### config.mk
export PLATFORM = sky130hd
export DESIGN_NAME = i2c_bit_sequencer
export DESIGN_NICKNAME = d
export VERILOG_FILES = /design/src/rtl/i2c_bit_sequencer.sv
export SDC_FILE = /design/constraint.sdc
export NUM_CORES = 1
export LEC_CHECK = 0
export BUFFER_PORTS_ARGS = -buffer_cell sky130_fd_sc_hd__buf_2
export CELL_PAD_IN_SITES_DETAIL_PLACEMENT = 0
export CELL_PAD_IN_SITES_GLOBAL_PLACEMENT = 1
export CORE_MARGIN = 2
export CORE_UTILIZATION = 41
export CTS_CLUSTER_DIAMETER = 200
export DETAILED_ROUTE_END_ITERATION = 8
export GPL_ROUTABILITY_DRIVEN = 0
export GPL_TIMING_DRIVEN = 0
export PLACE_DENSITY_LB_ADDON = 0.3
export SLEW_MARGIN = 20
export SYNTH_ARGS = -nofsm -noshare
export SYNTH_HDL_FRONTEND = slang
export SYNTH_SLANG_ARGS = --single-unit
### constraint.sdc
create_clock -name clk -period 2.1 [get_ports clk]
set_clock_uncertainty 0.05 [all_clocks]
set_input_delay 0.21 -clock clk [delete_from_list [all_inputs] [get_ports clk]]
set_output_delay 0.21 -clock clk [all_outputs]
set_load 0.02 [all_outputs]
### src/rtl/i2c_bit_sequencer.sv
// Bit-level engine of the I2C master: sequences START/STOP/WRITE/READ into
// timed phases on the open-drain SCL/SDA enables, with SCL stretching support.
module i2c_bit_sequencer #(
  parameter int unsigned DIV_W       = 16,
  parameter int unsigned SYNC_STAGES = 2
) (
  input  logic             clk,
  input  logic             rst_n,
  input  logic [DIV_W-1:0] dbl_clock_divisor,
  input  logic             cmd_valid,
  input  logic [1:0]       cmd,
  input  logic             cmd_data,
  output logic             cmd_ready,
  output logic             done,
  output logic             err,
  output logic             rx_bit,
  output logic             busy,
  output logic             scl_oe,
  output logic             sda_oe,
  input  logic             scl_in,
  input  logic             sda_in
);

  typedef enum logic [3:0] {
    k_idle    = 4'd0,
    k_held    = 4'd1,
    k_restart = 4'd2,
    k_start1  = 4'd3,
    k_start2  = 4'd4,
    k_start3  = 4'd5,
    k_bit1    = 4'd6,
    k_bit2    = 4'd7,
    k_bit3    = 4'd8,
    k_stop1   = 4'd9,
    k_stop2   = 4'd10,
    k_stop3   = 4'd11
  } state_t;

  typedef enum logic [1:0] {
    CMD_START = 2'b00,
    CMD_STOP  = 2'b01,
    CMD_WRITE = 2'b10,
    CMD_READ  = 2'b11
  } cmd_t;

  localparam logic [DIV_W-1:0] CTR_ONE = DIV_W'(1);

  state_t                 state_q, state_d;
  logic [DIV_W-1:0]       ctr_q, ctr_d;
  logic [DIV_W-1:0]       div_q, div_d;
  logic                   sda_bit_q, sda_bit_d;
  logic                   sample_q, sample_d;
  logic                   rx_bit_q, rx_bit_d;
  logic                   done_q, done_d;
  logic                   err_q, err_d;
  logic                   busy_q, busy_d;
  logic                   cmd_ready_q, cmd_ready_d;
  logic                   scl_oe_q, scl_oe_d;
  logic                   sda_oe_q, sda_oe_d;
  logic [SYNC_STAGES-1:0] scl_sync_q, scl_sync_d;
  logic [SYNC_STAGES-1:0] sda_sync_q, sda_sync_d;

  cmd_t cmd_in;
  logic scl_s, sda_s, accept, stall, phase_end;

  always_comb begin
    scl_sync_d = {scl_sync_q[SYNC_STAGES-2:0], scl_in};
    sda_sync_d = {sda_sync_q[SYNC_STAGES-2:0], sda_in};
    scl_s      = scl_sync_q[SYNC_STAGES-1];
    sda_s      = sda_sync_q[SYNC_STAGES-1];
    cmd_in     = cmd_t'(cmd);
  end

  // Phases that release SCL wait at ctr 0 until the line is seen high.
  always_comb begin
    accept    = cmd_valid && ((state_q == k_idle) || (state_q == k_held));
    stall     = ((state_q == k_start1) || (state_q == k_bit2) || (state_q == k_stop2))
                && (ctr_q == '0) && !scl_s;
    phase_end = !stall && (ctr_q == div_q);
  end

  always_comb begin
    state_d   = state_q;
    ctr_d     = ctr_q;
    div_d     = div_q;
    sda_bit_d = sda_bit_q;
    sample_d  = sample_q;
    rx_bit_d  = rx_bit_q;
    done_d    = 1'b0;
    err_d     = 1'b0;

    case (state_q)
      k_idle: begin
        if (accept) begin
          if (cmd_in == CMD_START) begin
            state_d = k_start1;
            div_d   = dbl_clock_divisor;
            ctr_d   = '0;
          end else begin
            err_d = 1'b1;
          end
        end
      end
      k_held: begin
        if (accept) begin
          div_d = dbl_clock_divisor;
          ctr_d = '0;
          case (cmd_in)
            CMD_START: state_d = k_restart;
            CMD_STOP:  state_d = k_stop1;
            CMD_WRITE: begin
              state_d   = k_bit1;
              sda_bit_d = ~cmd_data;
            end
            default: begin
              state_d   = k_bit1;
              sda_bit_d = 1'b0;
            end
          endcase
        end
      end
      k_restart, k_start1, k_start2, k_start3, k_bit1, k_bit2, k_bit3,
      k_stop1, k_stop2, k_stop3: begin
        if (phase_end) begin
          ctr_d = '0;
          case (state_q)
            k_restart: state_d = k_start1;
            k_start1:  state_d = k_start2;
            k_start2:  state_d = k_start3;
            k_start3: begin
              state_d = k_held;
              done_d  = 1'b1;
            end
            k_bit1: state_d = k_bit2;
            k_bit2: begin
              state_d  = k_bit3;
              sample_d = sda_s;
            end
            k_bit3: begin
              state_d  = k_held;
              done_d   = 1'b1;
              rx_bit_d = sample_q;
            end
            k_stop1: state_d = k_stop2;
            k_stop2: state_d = k_stop3;
            k_stop3: begin
              state_d = k_idle;
              done_d  = 1'b1;
            end
            default: state_d = k_idle;
          endcase
        end else if (!stall) begin
          ctr_d = ctr_q + CTR_ONE;
        end
      end
      default: begin
        state_d = k_idle;
        ctr_d   = '0;
      end
    endcase
  end

  // Line enables and status are registered from the upcoming state.
  always_comb begin
    scl_oe_d    = 1'b0;
    sda_oe_d    = 1'b0;
    busy_d      = (state_d != k_idle);
    cmd_ready_d = (state_d == k_idle) || (state_d == k_held);
    case (state_d)
      k_held:    scl_oe_d = 1'b1;
      k_restart: scl_oe_d = 1'b1;
      k_start2:  sda_oe_d = 1'b1;
      k_start3: begin
        scl_oe_d = 1'b1;
        sda_oe_d = 1'b1;
      end
      k_bit1: begin
        scl_oe_d = 1'b1;
        sda_oe_d = sda_bit_d;
      end
      k_bit2:  sda_oe_d = sda_bit_d;
      k_bit3: begin
        scl_oe_d = 1'b1;
        sda_oe_d = sda_bit_d;
      end
      k_stop1: begin
        scl_oe_d = 1'b1;
        sda_oe_d = 1'b1;
      end
      k_stop2: sda_oe_d = 1'b1;
      default: begin
        scl_oe_d = 1'b0;
        sda_oe_d = 1'b0;
      end
    endcase
  end

  always_ff @(posedge clk or negedge rst_n) begin
    if (!rst_n) begin
      state_q     <= k_idle;
      ctr_q       <= '0;
      div_q       <= '0;
      sda_bit_q   <= 1'b0;
      sample_q    <= 1'b0;
      rx_bit_q    <= 1'b0;
      done_q      <= 1'b0;
      err_q       <= 1'b0;
      busy_q      <= 1'b0;
      cmd_ready_q <= 1'b1;
      scl_oe_q    <= 1'b0;
      sda_oe_q    <= 1'b0;
      scl_sync_q  <= '1;
      sda_sync_q  <= '1;
    end else begin
      state_q     <= state_d;
      ctr_q       <= ctr_d;
      div_q       <= div_d;
      sda_bit_q   <= sda_bit_d;
      sample_q    <= sample_d;
      rx_bit_q    <= rx_bit_d;
      done_q      <= done_d;
      err_q       <= err_d;
      busy_q      <= busy_d;
      cmd_ready_q <= cmd_ready_d;
      scl_oe_q    <= scl_oe_d;
      sda_oe_q    <= sda_oe_d;
      scl_sync_q  <= scl_sync_d;
      sda_sync_q  <= sda_sync_d;
    end
  end

  assign cmd_ready = cmd_ready_q;
  assign done      = done_q;
  assign err       = err_q;
  assign rx_bit    = rx_bit_q;
  assign busy      = busy_q;
  assign scl_oe    = scl_oe_q;
  assign sda_oe    = sda_oe_q;

endmodule

# Word-level counts from Yosys, hierarchy flattened

Cells that the tools add are included.

Add/sub/neg operators: 1
Eq/ne operators: 27
Muxes and demuxes: 28
Bitwise gates (word level): 1
Reductions and logical operators: 27

Operators with widths:

| operator              | count |
|---|---|
| $mux 16               | 8 |
| $pmux 16 s3           | 1 |
| $eq 4x3->1 const B    | 8 |
| $pmux 16 s2           | 1 |
| $pmux 4 s8            | 1 |
| $eq 4x4->1 const B    | 7 |
| $add 16x1->16 const B | 1 |
| $eq 16x16->1          | 1 |
| $logic_not 16->1      | 1 |
| $mux 4                | 4 |
| $eq 4x2->1 const B    | 3 |
| $pmux 4 s3            | 1 |
| $reduce_or 10->1      | 1 |
| $mux 1                | 9 |
| $eq 4x1->1 const B    | 2 |
| $logic_not 4->1       | 2 |
| $pmux 4 s2            | 1 |
| $reduce_and 4->1      | 2 |
| $reduce_and 3->1      | 2 |
| $reduce_or 3->1       | 2 |
| $reduce_or 6->1       | 1 |
| $logic_and 1x1->1     | 4 |
| $logic_or 1x1->1      | 4 |
| $ne 2x2->1 const B    | 2 |
| other kinds (12)      | 15 |

Flip-flop bits (word level): 49
Input port bits: 24
Output and inout port bits: 7
Logic and storage cells: 98

# Logic depth before layout (Yosys ltp)

Gate-level depths: netlist of the first run.

Word-level depth: 12
Mapped depth: 9
Gate-level depth less buffers: 9

# Least setup slack after synthesis of the first run

Ideal clock, no wire load.

Path kind: reg-to-reg
Start point: register ctr_q[14]
End point: register sda_oe_q (netlist: sda_oe)
Library setup time: 96 ps
Arrival: 2097 ps
Path slack: -143 ps
Cell stages (with the launch flop): 10
Path buffers: 1
Path through: dfrtp_1 -> buf_6 -> xor2_1 -> nor4_2 -> nand4_2 -> or4_1 -> and3_4 -> clkinv_4 -> nor3_2 -> o32ai_2

Word-level cells in the longest chain between the ends: 10
Elaborated cells between the ends (all ways): 18
Classes of those cells: eq/ne (8); mux (3); reduce/logical (7)

RTL lines:

| what                                                                | line | source |
|---|---|---|
| start: declaration                                                  | 49   | `logic [DIV_W-1:0] ctr_q, ctr_d;` |
| start signal: assignment                                            | 216  | `ctr_q <= ctr_d;` |
| $logic_not 16->1                                                    | 78   | `&& (ctr_q == '0) && !scl_s;` |
| $logic_and 1x1->1 (2 in a row)                                      | 78   |  |
| $logic_not 1->1                                                     | --   |  |
| $logic_and 1x1->1 *                                                 | 79   | `phase_end = !stall && (ctr_q == div_q);` |
| $mux 4 *                                                            | 124  | `if (phase_end) begin` |
| $pmux 4 s3 *                                                        | 92   | `case (state_q)` |
| via state_d[1]                                                      | 48   | `state_t state_q, state_d;` |
| $eq 4x4->1 / $eq 4x3->1 (equally long branches)                     | 169  | `case (state_d)` |
| $reduce_or 4->1 (no line) / $reduce_or 3->1 (equally long branches) | --   |  |
| $pmux 1 s2 *                                                        | 169  |  |
| via sda_oe_d                                                        | 59   | `logic sda_oe_q, sda_oe_d;` |
| end signal: assignment                                              | 226  | `sda_oe_q <= sda_oe_d;` |
| end: declaration                                                    | 59   |  |

The timed path passes the listed nets; every way through them passes the cells marked *.
A chain may end at the register's enable or synchronous reset.

# Worst setup path after layout of the first run

Start point: register ctr_q[7]
End point: register sda_oe_q (netlist: sda_oe)

Same word-level chain as after synthesis.

==> impl_results.md, run 1 <==
* Status: finished with violations
* Failing checks: setup timing
* HP Class: primary input to flip-flop
* Cell area after layout at 0.003411 mm2
* Post-DP Area at 0.002813 mm2
* Die Ht at 83.14 um
* DR pass1 iterations at 4
* # rows at 28
* Vias per cell at 5.350
* Layout area overhead at 32.85%
* Hold EP: div_q[5]
* Worst relative slew slack at 59.77%
* CP Cell Sequence: xor2_2 -> nor4_4 -> nand4_2 -> buf_6 -> o221a_4 -> a311oi_4 -> and2_4 -> o32ai_2
* First-pass GRT wire length at 10.16 mm
* Req. time, crit path at 2.23 ns
* YS warnings at 0
* CTS H-tree lvls at 2
* Reg2Reg Depth at 8
* R2r startpoint: ctr_q[7]
* Most common flop cell mapped by yosys: dfrtp_1
* CP Max Fanout at 7
* Fin util at 56.93%
* Synth cell types at 50
* Power Dens Cells at 1055 mW/mm2
* Static leakage at 0.001531 uW
* CTS clk-pin slew, worst paths at 0.10 ns
* Crit path largest cell delay at 0.48 ns
* Sequential cell area fraction in the yosys report at 48.00%
* Most common cell after layout, fill and taps aside: dfrtp_1
* ANT cells at 0
* Worst-skew pair later-pin latency at 0.31 ns
* RSZ-0062 raised after global routing: yes
* Hold_sp: dbl_clock_divisor[5]
* Setup crit start kind: flip-flop
* Layout cells sized above 1 at 45.25%
* Clock Path Buffers at 2
* WS Path Type: flip-flop to flip-flop
* Starting Density at 42.86%
* F_max at 419.5 MHz
* Syn Inst Count at 250
* Mapped Area at 0.002567 mm2
* Final Cycle Share at 113.5%
* Vias in the first global route at 2007
* Total GRT Usage at 18.27%
* Die width at 83.14 um
* Clock Sink Count at 49
* Final setup violation count at 23
* Nets at 341
* WL/cell at 15.62 um
* Root Driver: clkbuf_8
* Post-route setup TNS at -3.096 ns
* Min cycle time layout at 2.384 ns
* FFs w/ async S/R, synth at 100.0%
* I/O Pins at 31
* Final WL at 6.109 mm
* Hold path cells at 2
* Slew Limit Fails at 0
* Critical R2R Capture: sda_oe
* Max stage delay cell, worst path: dfrtp_2
* Routed via count at 2092
* Syn Nets at 276
* Largest net degree at the start of global routing at 50
* Avg Inst Size Synth at 10.27 um2
* Final hold vios at 0
* Buffers on Ports at 30
* Final worst slack at -0.2839 ns
* # DRC at 0
* Yosys reg bits at 49
* Post-DRT Antenna Nets at 0
* Die ar. at 0.006911 mm2
* Crit path arrival time at 2.52 ns
* Register-to-Register Setup Slack at -0.28 ns
* Number of enable flip-flop cells after synthesis at 0
* Least-Margin Pin Slew at 0.6035 ns
* Grt total ovfl at 0
* CTS buffer count at 5
* Initial antenna violation count at 0
* Core Region at 0.005991 mm2
* Initial DRC Count at 173
* Hold slack at 0.08242 ns
* CTS tree: built
* Place WS at -0.5945 ns
* Max_cap viols at 0
* Maximum vdd ir drop at 0.6226 mV
* Crit. End Element: flip-flop
* Most frequent cells in the layout: dfrtp_1 (34), buf_2 (32), nand2_1 (22), o21ai_1 (22), buf_4 (21)
* Hpwl dp at 3.977 mm
==> worst max-delay path by stage <==
stage	startpoint	end	slack, ns
detailed placement	ctr_q[11]	ctr_q[4]	-0.59
finish	ctr_q[7]	sda_oe	-0.28
CTS	ctr_q[12]	sda_oe	-0.24
global placement	ctr_q[7]	ctr_q[4]	-0.59
global route	ctr_q[3]	sda_oe	-0.38
floorplan	ctr_q[1]	sda_oe	-0.08
==> cell usage after synthesis (2+ instances only) <==
library cell,instances,share of area (%)
nor2b_1,5,1.2
a21oi_1,4,0.78
mux2_2,18,7.9
o21ai_0,28,5.5
nand2b_1,2,0.49
and3_1,5,1.2
dfrtp_1,44,43
nand2_1,23,3.4
nor4_2,4,1.9
inv_1,6,0.88
o21ai_1,2,0.39
buf_2,5,0.97
xor2_1,16,5.5
dfstp_2,5,5.1
o22ai_1,3,0.73
nor2_1,21,3.1
mux2i_1,3,1.2
nand3_1,6,1.2
a21o_1,2,0.58
clkbuf_1,5,0.73
o31ai_1,3,0.88
nor4_1,3,0.73
nor3_1,6,1.2
or2_2,2,0.49
nand4_1,3,0.73
ha_1,2,0.97
==> logic make-up (layout without fill, tap and decap cells) <==
group / Yosys count / in the layout / share of synthesized area (%)
xor+xnor: 18 / 18 / 6.433
fa+ha+maj: 2 / 2 / 0.9745
compound gates: 50 / 50 / 12.43
flops: 49 / 49 / 48.00
mux: 21 / 21 / 9.064
buf+inv: 18 / 84 / 3.362
simple gates: 92 / 92 / 19.74
==> worst max-delay path: cells and delay by family, from the launching register on <==
kind,cells,cell delay (ns)
compound gates,3,0.72
xor+xnor,1,0.21
buf+inv,1,0.16
flops,1,0.48
simple gates,3,0.64
==> repair_timing <==
action,in CTS,in global routing
buffers inserted,7,17
gates cloned,0,2
pin swaps,6,18
hold endpoints to repair,2,44
endpoints found under the setup margin,42,37
hold buffers,2,1
resized for setup,30,58
==> flip-flops by register name (all words and copies together), names as in the netlist <==
register / count
cmd_ready: 1
scl_oe: 1
sda_bit_q: 1
busy: 1
err: 1
rx_bit: 1
sda_sync_q: 2
state_q: 4
sda_oe: 1
done: 1
ctr_q: 16
div_q: 16
sample_q: 1
scl_sync_q: 2
==> where the power goes <==
part / switching [uW] / internal (uW) / total, uW
clock: 319 / 389 / 708
sequential: 264 / 1210 / 1480
combinational: 709 / 702 / 1410
total: 1290 / 2300 / 3600
==> routing by layer <==
layer / vias to the layer above / global-route usage (%) / share of wire [%]
met5: - / 0 / 0
met4: 0 / 4.471 / 1.5
met3: 9 / 3.380 / 3.9
met2: 49 / 26.98 / 47
met1: 1029 / 27.71 / 48
li1: 1005 / - / -
==> metrics by stage <==
step                      power, uW  std cells
after floorplan                2292        250
after CTS                      3376        372
after detailed placement       2582        355
after global routing           3827        391
final                          3597        391
after global placement         2555        355
==> area by class of cell <==
type                       instances  area [um2]
inverter                           7       31.28
multi-input combinational        183        1433
fill                             520        2580
timing repair buffer              58       402.9
clock buffer                       7       86.33
sequential                        49        1245
tap                               75       93.84
buffer                            11       88.84
clock inverter                     1       30.03
(Power assumes the default switching activity.)
==> inputs of run 2 (changes only) <==
--- a/config.mk
+++ b/config.mk
@@ -8,8 +8,7 @@
 export BUFFER_PORTS_ARGS = -buffer_cell sky130_fd_sc_hd__buf_2
 export CELL_PAD_IN_SITES_DETAIL_PLACEMENT = 0
 export CELL_PAD_IN_SITES_GLOBAL_PLACEMENT = 1
-export CORE_MARGIN = 2
-export CORE_UTILIZATION = 41
+export CORE_UTILIZATION = 40
 export CTS_CLUSTER_DIAMETER = 200
 export DETAILED_ROUTE_END_ITERATION = 8
 export GPL_ROUTABILITY_DRIVEN = 0
==> impl_results.md, run 2 (synthesized netlist as in run 1, its figures left out) <==
* First-pass GRT wire length at 9.818 mm (was 10.16 mm)
* Clock Sink Count at 49 (unchanged)
* Vias in the first global route at 1919 (was 2007)
* CTS tree: built (unchanged)
* HP Class: primary input to flip-flop (unchanged)
* Power Dens Cells at 1014 mW/mm2 (was 1055 mW/mm2)
* Setup crit start kind: flip-flop (unchanged)
* WS Path Type: flip-flop to flip-flop (unchanged)
* Die width at 82.12 um (was 83.14 um)
* Hpwl dp at 3.936 mm (was 3.977 mm)
* Initial antenna violation count at 0 (unchanged)
* Final worst slack at -0.2792 ns (was -0.2839 ns)
* Grt peak-use layer: met1 (unchanged)
* Switch share at 36.23% (was 35.93%)
* # DRC at 0 (unchanged)
* Layout area overhead at 36.11% (was 32.85%)
* Gate power share at 40.7% (was 39.2%)
* # rows at 28 (unchanged)
* Switching Power at 1283 uW (was 1292 uW)
* F_max at 420.3 MHz (was 419.5 MHz)
* DR pass1 iterations at 4 (unchanged)
* Clock Path Buffers at 2 (unchanged)
* Worst-skew pair later-pin latency at 0.31 ns (about the same)
* Req. time, crit path at 2.26 ns (was 2.23 ns)
* Crit. End Element: flip-flop (unchanged)
* M2 GR Usage at 28.60% (was 26.98%)
* Hold slack at 0.08160 ns (was 0.08242 ns)
* Max_cap viols at 0 (unchanged)
* Initial DRC Count at 124 (was 173)
* Crit path arrival time at 2.54 ns (was 2.52 ns)
* Layout Cells excl Fill at 398 (was 391)
* Cell area after layout at 0.003495 mm2 (was 0.003411 mm2)
* CP Max Fanout at 5 (was 7)
* Top Registers: ctr_q (16), div_q (16), state_q (4) (unchanged)
* Fill cells at 522 (was 520)
* Min cycle time layout at 2.379 ns (was 2.384 ns)
* Post-route setup TNS at -3.165 ns (was -3.096 ns)
* Buffers on Ports at 30 (unchanged)
* Post-DP Area at 0.002813 mm2 (unchanged)
* Clock share of power at 17.5% (was 19.7%)
* Int Power at 2259 uW (was 2304 uW)
* Static leakage at 0.001581 uW (was 0.001531 uW)
* Final Cycle Share at 113.3% (was 113.5%)
* Die Ht at 82.12 um (was 83.14 um)
* Routed via count at 2162 (was 2092)
* I/O Pins at 31 (unchanged)
* Most frequent cells in the layout: buf_2 (30), dfrtp_1 (28), o21ai_1 (26) (was dfrtp_1 (34), buf_2 (32), nand2_1 (22), o21ai_1 (22), buf_4 (21))
* Starting Density at 42.36% (was 42.86%)
* Failing checks: setup timing (unchanged)
* ANT cells at 0 (unchanged)
* Total GRT Usage at 19.63% (was 18.27%)
* Place WS at -0.6357 ns (was -0.5945 ns)
* Placed Instances at 355 (unchanged)
* Worst relative slew slack at 59.06% (was 59.77%)
* Core Region at 0.006061 mm2 (was 0.005991 mm2)
* Slew Limit Fails at 0 (unchanged)
* GR Layer Usage met3 at 3.077% (was 3.380%)
* Die ar. at 0.006743 mm2 (was 0.006911 mm2)
* Maximum vdd ir drop at 0.5814 mV (was 0.6226 mV)
* Seq pwr share at 41.8% (was 41.1%)
* Final hold vios at 0 (unchanged)
* CTS clk-pin slew, worst paths at 0.09 ns (was 0.10 ns)
* Largest net degree at the start of global routing at 50 (unchanged)
* Post-DRT Antenna Nets at 0 (unchanged)
* Layout cells sized above 1 at 48.92% (was 45.25%)
* RSZ-0062 raised after global routing: yes (unchanged)
* Root Driver: clkbuf_8 (unchanged)
* Least-Margin Pin Slew at 0.6141 ns (was 0.6035 ns)
* Most common cell after layout, fill and taps aside: buf_2 (was dfrtp_1)
* GR Layer Usage met1 at 29.81% (was 27.71%)
* Nets at 348 (was 341)
* Vias per cell at 5.432 (was 5.350)
* Final WL at 6.410 mm (was 6.109 mm)
* CTS H-tree lvls at 2 (unchanged)
* CTS buffer count at 5 (unchanged)
* Final setup violation count at 21 (was 23)
* WL/cell at 16.11 um (was 15.62 um)
* Grt total ovfl at 0 (unchanged)
* Status: finished with violations (unchanged)
-- run 2: per-stage QoR --
step                utilization, %  power (uW)
floorplan                        -        2292
global placement             46.41        2547
detailed placement           46.41        2576
CTS                          51.96        3323
global route                 57.66        3784
finish                       57.66        3542
-- run 2: per-layer routing --
layer  vias up  wire, um
met3         5       336
li1       1027         -
met1      1065      3016
met2        65      3009
met5         -         0
met4         0        48
-- run 2: area by class of cell --
class	instances	area, um2	share of cell area [%]
inverters	7	31.28	0.8951
multi-input cells	183	1428	40.85
plain buffers	9	86.33	2.470
repair buffers	67	501.7	14.36
well taps	75	93.84	2.685
flip-flops and latches	49	1252	35.84
clock inverters	1	5.005	0.1432
clock buffers	7	96.34	2.757
-- run 2: final timing paths --
kind | start | end | slack, ns | cells past startpoint
max | ctr_q[7] | sda_oe | -0.28 | 9
max reg2reg | ctr_q[7] | sda_oe | -0.28 | 9
min reg2reg | sda_sync_q[0] | sda_sync_q[1] | 0.31 | 0
min in group asynchronous | rst_n | ctr_q[12] | 0.41 | 2
min | dbl_clock_divisor[15] | div_q[15] | 0.08 | 2
max in group asynchronous | rst_n | state_q[3] | 1.15 | 2
-- run 2: worst max-delay path, cell delays in order (launching register included) --
cell	delay [ns]
dfrtp_2	0.45
xor2_1	0.18
nor4_2	0.30
nand4_2	0.14
buf_6	0.16
or4_4	0.48
and3_4	0.19
clkinv_4	0.07
nor3_4	0.04
o32ai_2	0.24
-- run 2: power by group through the flow --
| stage | Clock, uW | Combinational (uW) | Sequential (uW) |
|---|---|---|---|
| 3_5_place_dp | 0 | 1100 | 1470 |
| 6_report | 619 | 1440 | 1480 |
| 4_1_cts | 634 | 1230 | 1460 |
| 2_1_floorplan | 0 | 875 | 1420 |
| 3_3_place_gp | 0 | 1080 | 1470 |
| 5_1_grt | 676 | 1590 | 1520 |
-- run 2: timing repair --
action / 4_1_cts / 5_1_grt
cloned: 1 / 2
hold buffers: 2 / 1
endpoints found under the setup margin: 36 / 37
gates resized for setup: 51 / 53
pin swaps: 7 / 19
buffers inserted: 13 / 18
endpoints found under the hold margin: 2 / 44
==> inputs of run 3 (changes only) <==
--- a/config.mk
+++ b/config.mk
@@ -6,9 +6,10 @@
 export NUM_CORES = 1
 export LEC_CHECK = 0
 export BUFFER_PORTS_ARGS = -buffer_cell sky130_fd_sc_hd__buf_2
+export CAP_MARGIN = 0
 export CELL_PAD_IN_SITES_DETAIL_PLACEMENT = 0
 export CELL_PAD_IN_SITES_GLOBAL_PLACEMENT = 1
-export CORE_UTILIZATION = 40
+export CORE_UTILIZATION = 25
 export CTS_CLUSTER_DIAMETER = 200
 export DETAILED_ROUTE_END_ITERATION = 8
 export GPL_ROUTABILITY_DRIVEN = 0
==> impl_results.md, run 3 (synthesized netlist as in run 1, its figures left out) <==
* Status: finished with violations (unchanged)
* Failing checks: setup timing (unchanged)
* Crit path largest cell delay at 0.47 ns (was 0.48 ns)
* WL/cell at 15.33 um (was 16.11 um)
* Starting Density at 26.03% (was 42.36%)
* Vias in the first global route at 2128 (was 1919)
* Hpwl dp at 4.337 mm (was 3.936 mm)
* Largest net degree at the start of global routing at 50 (unchanged)
* Die Ht at 103.3 um (was 82.12 um)
* Seq pwr share at 39.1% (was 41.8%)
* Worst path bufs/invs at 3 (was 2)
* Final WL at 7.111 mm (was 6.410 mm)
* CP Depth at 10 (was 9)
* Post-route setup TNS at -4.193 ns (was -3.165 ns)
* Crit. End Element: flip-flop (unchanged)
* Initial DRC Count at 100 (was 124)
* Post-DRT Antenna Nets at 0 (unchanged)
* Gate power share at 42.3% (was 40.7%)
* Area of the multi-input gates at 0.001479 mm2 (was 0.001428 mm2)
* Initial antenna violation count at 0 (unchanged)
* Root Driver: clkbuf_8 (unchanged)
* Least-Margin Pin Slew at 0.8658 ns (was 0.6141 ns)
* Final hold vios at 0 (unchanged)
* Clock share of power at 18.6% (was 17.5%)
* Die width at 103.3 um (was 82.12 um)
* Reg2Reg Depth at 10 (was 9)
* CTS buffer count at 5 (unchanged)
* Power Dens Cells at 1005 mW/mm2 (was 1014 mW/mm2)
* Vias per cell at 4.675 (was 5.432)
* Clock Path Buffers at 2 (unchanged)
* Most frequent cells in the layout: dfrtp_1 (33), buf_2 (31), o21ai_1 (25) (was buf_2 (30), dfrtp_1 (28), o21ai_1 (26))
* Max stage delay cell, worst path: or4_1 (was or4_4)
* Largest delay share family, worst path: simple AND/OR/NAND/NOR gates (unchanged)
* Clock Sink Count at 49 (unchanged)
* # rows at 36 (was 28)
* Req. time, crit path at 2.25 ns (was 2.26 ns)
* R2r startpoint: ctr_q[7] (unchanged)
* Most common cell after layout, fill and taps aside: dfrtp_1 (was buf_2)
* CP Cell Sequence: xor2_1 -> nor4_2 -> nand4_2 -> buf_6 -> or4_1 -> and3_4 -> clkinv_4 -> buf_12 -> xnor2_2 -> mux2i_1 (was xor2_1 -> nor4_2 -> nand4_2 -> buf_6 -> or4_4 -> and3_4 -> clkinv_4 -> nor3_4 -> o32ai_2)
* Buffers on Ports at 30 (unchanged)
* Final Cycle Share at 115.0% (was 113.3%)
* Worst-skew pair later-pin latency at 0.31 ns (about the same)
* Core Region at 0.009864 mm2 (was 0.006061 mm2)
* Maximum vdd ir drop at 0.4232 mV (was 0.5814 mV)
* Switch share at 35.80% (was 36.23%)
* First-pass GRT wire length at 11.37 mm (was 9.818 mm)
* Final setup violation count at 26 (was 21)
* Layout cells sized above 1 at 50.76% (was 48.92%)
* # DRC at 0 (unchanged)
* Routed via count at 2169 (was 2162)
* ANT cells at 0 (unchanged)
* Slew Limit Fails at 0 (unchanged)
* Crit. Startpoint: ctr_q[7] (unchanged)
* Final worst slack at -0.3146 ns (was -0.2792 ns)
* CTS H-tree lvls at 2 (unchanged)
* Register Area at 0.001246 mm2 (was 0.001252 mm2)
* WS Path Type: flip-flop to flip-flop (unchanged)
* Max_cap viols at 0 (unchanged)
* Total GRT Usage at 14.23% (was 19.63%)
* Setup crit end: scl_oe (was sda_oe)
* Min cycle time layout at 2.415 ns (was 2.379 ns)
* Static leakage at 0.001676 uW (was 0.001581 uW)
* CP Max Fanout at 5 (unchanged)
* Register-to-Register Setup Slack at -0.31 ns (was -0.28 ns)
* Cell area after layout at 0.003755 mm2 (was 0.003495 mm2)
* Grt total ovfl at 0 (unchanged)
* Critical R2R Capture: scl_oe (was sda_oe)
* Post-DP Area at 0.002888 mm2 (was 0.002813 mm2)
* Nets at 356 (was 348)
* Crit path arrival time at 2.56 ns (was 2.54 ns)
* Fill cells at 974 (was 522)
* Fin util at 38.06% (was 57.66%)
* Top Registers: ctr_q (16), div_q (16), state_q (4) (unchanged)
* CTS clk-pin slew, worst paths at 0.10 ns (was 0.09 ns)
* HP Class: primary input to flip-flop (unchanged)
* RSZ-0062 raised after global routing: yes (unchanged)
* Tot Pwr at 3772 uW (was 3542 uW)
* Place WS at -0.7243 ns (was -0.6357 ns)
* Die ar. at 0.01068 mm2 (was 0.006743 mm2)
* Int Power at 2422 uW (was 2259 uW)
* Switching Power at 1350 uW (was 1283 uW)
* DR pass1 iterations at 4 (unchanged)
* F_max at 414.2 MHz (was 420.3 MHz)
* I/O Pins at 31 (unchanged)
* Layout area overhead at 46.25% (was 36.11%)
* Setup crit start kind: flip-flop (unchanged)
* CTS tree: built (unchanged)
* Worst relative slew slack at 42.28% (was 59.06%)
[run 3: cell types whose count changed in the layout (fill, tap and decap cells not counted), moves of 3 or more]
cell | before | now
buf_4 | 25 | 18
nor3_2 | 1 | 4
buf_6 | 9 | 22
buf_12 | 1 | 4
dfrtp_2 | 16 | 11
dfrtp_1 | 28 | 33
[run 3: worst min-delay path by stage]
| stage | endpoint | slack, ns | startpoint | cells after the start |
|---|---|---|---|---|
| 2_1_floorplan | busy | -0.14 | rst_n | 0 |
| 3_3_place_gp | sda_sync_q[0] | 0.26 | sda_in | 1 |
| 3_5_place_dp | div_q[14] | 0.24 | rst_n | 1 |
| 4_1_cts | div_q[8] | 0.06 | dbl_clock_divisor[8] | 2 |
| 5_1_grt | div_q[4] | 0.05 | dbl_clock_divisor[4] | 2 |
| 6_report | div_q[8] | 0.07 | dbl_clock_divisor[8] | 2 |
[run 3: per-layer routing]
layer | GRT usage (%) | vias to the layer above | share of wire (%)
li1 | - | 1032 | -
met1 | 19.67 | 1082 | 48
met2 | 22.36 | 43 | 48
met3 | 2.016 | 12 | 2.4
met4 | 5.742 | 0 | 2.0
met5 | 0 | - | 0
[run 3: layout make-up]
cell class	instances	share of cell area, %
multi-input cells	183	39.39
flip-flops and latches	49	33.19
repair buffers	75	16.63
well taps	133	4.432
plain buffers	9	2.532
clock buffers	5	1.833
clock inverters	3	1.166
inverters	7	0.8331
[run 3: what timing repair did]
item                                   in CTS  in global routing
setup buffers                              26                 14
setup endpoints to repair                  36                 43
endpoints found under the hold margin      46                  0
cloned                                      3                  0
hold buffers                                3                  0
pin swaps                                  20                 16
resized for setup                          84                 37
[run 3: per-stage QoR]
step | cells | hold slack, ns
3_5_place_dp | 413 | 0.2390
6_report | 464 | 0.06690
5_1_grt | 464 | 0.05493
2_1_floorplan | 250 | -0.1356
3_3_place_gp | 413 | 0.2646
4_1_cts | 451 | 0.05990
[run 3: power groups by stage]
stage               Combinational [uW]  Sequential [uW]  Clock (uW)
finish                            1600             1470         701
global route                      1730             1510         763
global placement                  1100             1480           0
detailed placement                1120             1480           0
CTS                               1400             1480         727
floorplan                          875             1420           0
